--- src/rtl/datapath.sv ---
// Single-cycle CR16-style execution datapath: register file, ALU and {N,C,F,L,Z} flags.
// Operands are read combinationally; the result, flags and rout update on the next rising clk.
module datapath #(
   parameter int WIDTH = 16,
   parameter int NREGS = 16
) (
   input  logic             clk,
   input  logic             reset,
   input  logic [15:0]      opCode,
   input  logic             cin,
   output logic [4:0]       flags,
   output logic [WIDTH-1:0] rout
);

   localparam logic [3:0] FN_AND  = 4'b0001;
   localparam logic [3:0] FN_OR   = 4'b0010;
   localparam logic [3:0] FN_XOR  = 4'b0011;
   localparam logic [3:0] FN_ADD  = 4'b0101;
   localparam logic [3:0] FN_ADDU = 4'b0110;
   localparam logic [3:0] FN_ADDC = 4'b0111;
   localparam logic [3:0] FN_SUB  = 4'b1001;
   localparam logic [3:0] FN_CMP  = 4'b1011;
   localparam logic [3:0] FN_MOV  = 4'b1101;

   localparam int FN = 4, FC = 3, FF = 2, FL = 1, FZ = 0;

   logic [WIDTH-1:0] regs_q [NREGS];
   logic [4:0]       flags_q, flags_d;
   logic [WIDTH-1:0] rout_q;

   logic [3:0]       op, rd, rs, fn;
   logic             is_reg;
   logic [WIDTH-1:0] a, b, imm, res;
   logic [WIDTH:0]   add_w, sub_w;
   logic             add_ovf, sub_ovf, wr_en;

   assign op     = opCode[15:12];
   assign rd     = opCode[11:8];
   assign rs     = opCode[3:0];
   assign is_reg = (op == 4'b0000);
   // Immediate forms reuse the register-form function codes in the op field.
   assign fn     = is_reg ? opCode[7:4] : op;
   assign imm    = {{(WIDTH-8){opCode[7]}}, opCode[7:0]};
   assign a      = regs_q[rd];
   assign b      = is_reg ? regs_q[rs] : imm;

   assign add_w   = {1'b0, a} + {1'b0, b} + {{WIDTH{1'b0}}, (fn == FN_ADDC) & cin};
   assign sub_w   = {1'b0, a} - {1'b0, b};
   assign add_ovf = (a[WIDTH-1] == b[WIDTH-1]) && (add_w[WIDTH-1] != a[WIDTH-1]);
   assign sub_ovf = (a[WIDTH-1] != b[WIDTH-1]) && (sub_w[WIDTH-1] != a[WIDTH-1]);

   always_comb begin
      res     = '0;
      wr_en   = 1'b0;
      flags_d = flags_q;
      case (fn)
         FN_ADD, FN_ADDC: begin
            res         = add_w[WIDTH-1:0];
            wr_en       = 1'b1;
            flags_d[FC] = add_w[WIDTH];
            flags_d[FF] = add_ovf;
         end
         FN_ADDU: begin
            res         = add_w[WIDTH-1:0];
            wr_en       = 1'b1;
            flags_d[FC] = add_w[WIDTH];
         end
         FN_SUB: begin
            res         = sub_w[WIDTH-1:0];
            wr_en       = 1'b1;
            flags_d[FC] = sub_w[WIDTH];
            flags_d[FF] = sub_ovf;
         end
         FN_CMP: begin
            flags_d[FZ] = (a == b);
            flags_d[FN] = ($signed(a) < $signed(b));
            flags_d[FL] = (a < b);
         end
         FN_AND: begin res = a & b; wr_en = 1'b1; end
         FN_OR:  begin res = a | b; wr_en = 1'b1; end
         FN_XOR: begin res = a ^ b; wr_en = 1'b1; end
         FN_MOV: begin res = b;     wr_en = 1'b1; end
         default: ;
      endcase
   end

   always_ff @(posedge clk or posedge reset) begin
      if (reset) begin
         for (int i = 0; i < NREGS; i++) regs_q[i] <= '0;
         flags_q <= '0;
         rout_q  <= '0;
      end else begin
         flags_q <= flags_d;
         if (wr_en) begin
            regs_q[rd] <= res;
            rout_q     <= res;
         end
      end
   end

   assign flags = flags_q;
   assign rout  = rout_q;

endmodule

--- config.mk ---
export PLATFORM = sky130hd
export DESIGN_NAME = datapath
export DESIGN_NICKNAME = d
export VERILOG_FILES = /design/src/rtl/datapath.sv
export SDC_FILE = /design/constraint.sdc
export NUM_CORES = 1
export LEC_CHECK = 0
export BUFFER_PORTS_ARGS = -buffer_cell sky130_fd_sc_hd__buf_2
export CAP_MARGIN = 20
export CORE_MARGIN = 2
export CORE_UTILIZATION = 40
export DETAILED_ROUTE_END_ITERATION = 6
export PLACE_DENSITY = 0.63
export SKIP_LAST_GASP = 1
export SYNTH_ARGS = -nofsm -noshare
export SYNTH_HDL_FRONTEND = slang
export SYNTH_SLANG_ARGS = --single-unit
--- constraint.sdc ---
create_clock -name clk -period 8.38 [get_ports clk]
set_clock_uncertainty 0.1 [all_clocks]
set_input_delay 0.838 -clock clk [delete_from_list [all_inputs] [get_ports clk]]
set_output_delay 0.838 -clock clk [all_outputs]
set_load 0.01 [all_outputs]
==> metrics.txt <==
status complete, no violations; Syn. warnings 0; Syn Nets roughly 1700; largest net degree at the start of global routing ~180; Critical Path End Type flop; H-tree depth 1; vias in the first global route roughly 13000; post-synthesis mux area share 0.218; Synth Instances about 1600; Detail Placement HPWL approximately 31 mm; Max Clock Freq approximately 180 MHz; Port-buffer cells 39; CTS tree yes; TNS Setup 0 ns; post-cts hold buffer count 0; fin worst setup slack approximately 2.8 ns; most common cell in the netlist dfrtp_1; fill count 3787; final net count between 1500 and 2000; area taken by multi-input logic gates around 9000 um2; main combinational cell family by area after synthesis multiplexers; fin crit share 0.667; max-cap viol count 0; Synth Area in XOR/XNOR 0.00210; data required time of the worst path a little under 9 ns; DIE AREA 43300 um2; number of synthesized register bits around 280; drt drc 0; initial drt markers 1288; via count around 13000; die width about 210 um; Critical Path AT 5.90 ns; Num CTS Buffers 29; Synth Area per Inst 10.4 um2; routability congestion estimate 0.915; post-DR wirelength/cell around 23 um; main flop type after synthesis dfrtp_1; global-route wire length before repair roughly 76 mm; setup bufs post-CTS 0; Final Instance Count excl. Fillers between 2000 and 2500; DR pass1 iterations 5; clk slew on worst S/H paths 0.06 ns; Setup CP Type in -> reg; row cnt 74; layout cells sized above 1 0.191; IO Pins 40; P&R area growth vs syn 9.83%; post-synthesis instance area approximately 17000 um2; hold crit path type in -> async; core area just over 40000 um2; power per cell area approximately 340 nW/um2; Post-DP Area around 17000 um2; fin crit period about 5.6 ns; Setup-failing EPs final 0; CTS root buffer clkbuf_16; simple-gate share of the synthesized area 0.121; count of cell types in the netlist between 70 and 80; worst-path fanout max 17; top post-synthesis cells by area dfrtp_1 42%, mux4_2 19%, a21oi_1 7.4%; initial antenna violation count 3; Post-Synth Adder-Cell Area 0.0411; Slew HR 0.196; Synth top area share 0.416; drt via density around 6.1; Die Height approximately 210 um; CTS resizes 0; dominant cell type by area after synthesis dfrtp_1; Final Max Tran Viols 0; VDD IR max roughly 0.16 mV; EDFF count, synth 0; final hold viol count 0; Inst Count DP around 2100; RSZ-0062 raised after global routing false; sequential cell area fraction in the yosys report 0.416; pre-CTS setup slack about 2.2 ns; Setup crit start kind primary input; most frequent cells after synthesis 277 x dfrtp_1, 267 x nor2_1, 246 x a21oi_1; Num Clock Sinks 277; antenna viol nets, final 0; actual slew at the worst max-slew pin 1.21 ns; FFs w/ async S/R, synth 1.00; Finished Cell Area 18300 um2; total track usage 0.227; clk_lat worst skew around 0.56 ns; clock tree buffer depth 3; Routed WL 48.9 mm; Initial Utilization 0.406; FF+latch area 6930 um2; Leak roughly 0.0076 uW; grt total ovfl 0; Compound-Gate Fraction of Synth Area 0.154
## worst max-delay path: stages
cell and delay, ns:
buf_2 0.16, nor2_1 0.61, nand3_1 0.74, o22ai_1 0.36, a21oi_1 0.15, ha_1 0.56
nor2b_1 0.14, nor4_1 0.35, a211oi_1 0.20, or4_1 0.51, a21oi_1 0.22, o221ai_1 0.16
a21oi_2 0.74, a21oi_1 0.15
## layout make-up
class / count / share of cell area
antenna: 2 / 0.000273
sequential: 277 / 0.379
multi-input combinational: 1144 / 0.491
clock buffer: 38 / 0.0448
timing repair buffer: 72 / 0.0264
clock inverter: 15 / 0.0128
tap: 532 / 0.0364
inverter: 46 / 0.00964
## state kept, by name (all words and copies together), names as in the netlist
register and cells:
regs_q 256, flags 5, rout 16
## stage by stage
step	hold WS [ns]	utilization	power, uW
floorplan	0.359	-	4070
global placement	0.363	0.419	4600
detailed placement	0.358	0.419	4700
CTS	0.222	0.445	6140
global route	0.262	0.446	6540
finish	0.216	0.446	6150
## path summary, 6_finish.rpt
path                             start     endpoint  slack [ns]  cells past startpoint
hold / removal                   reset   regs_q[78]        0.22                      2
setup reg to reg           regs_q[100]  regs_q[127]        3.51                     13
min in group clk               rout[8]      rout[8]        0.38                      2
hold reg to reg                rout[8]      rout[8]        0.38                      2
max in group asynchronous        reset  regs_q[194]        5.91                      5
setup / recovery            opCode[12]   regs_q[29]        2.79                     14
## cells by family (layout without fill, tap and decap cells)
logic type / after synthesis / count (layout)
and+or+nand+nor: 473 / 473
other: 0 / 2
AOI/OAI and AO/OA: 437 / 437
DFF: 277 / 277
buffers and inverters: 178 / 171
xor gates and xnor gates: 4 / 4
adders and majority gates: 53 / 53
muxes: 177 / 177
## cells in the final DEF, fill, tap and decap left out, types with 5 or more instances in the layout
master	Yosys	layout
mux4_2	140	140
nand2b_1	12	12
nor2_2	1	10
o21a_1	6	6
clkbuf_16	0	29
mux2i_1	28	28
dfrtp_1	277	277
nand2_1	113	113
or3_1	5	5
a31oi_1	8	8
o21ai_0	76	76
mux4_1	6	6
inv_1	46	45
clkbuf_8	0	6
a21oi_2	6	7
nor4_1	5	5
nor3_1	16	14
bufinv_16	0	6
nor4b_1	6	6
buf_4	13	34
clkinv_2	0	6
nor2b_1	10	10
o21ai_1	9	9
a21o_1	7	7
o22ai_1	12	12
o221ai_1	11	11
o211ai_1	8	8
a21oi_1	246	245
ha_1	50	50
buf_2	43	36
nor2_1	267	258
or2_2	7	7
nand3_1	9	9
## power by group
| part | leakage (uW) | internal (uW) | switching [uW] |
|---|---|---|---|
| sequential | 0.00326 | 1890 | 409 |
| combinational | 0.00380 | 1110 | 1310 |
| clock | 0.000517 | 871 | 561 |
| total | 0.00758 | 3870 | 2280 |
## routing by layer
metal | GRT usage | vias to the layer above | routed length [um]
li1 | - | 5776 | -
met1 | 0.324 | 6489 | 21300
met2 | 0.346 | 536 | 22000
met3 | 0.0424 | 109 | 3710
met4 | 0.0886 | 2 | 1850
met5 | 0 | - | 13
Note: power is estimated with default switching activity, not from simulation.
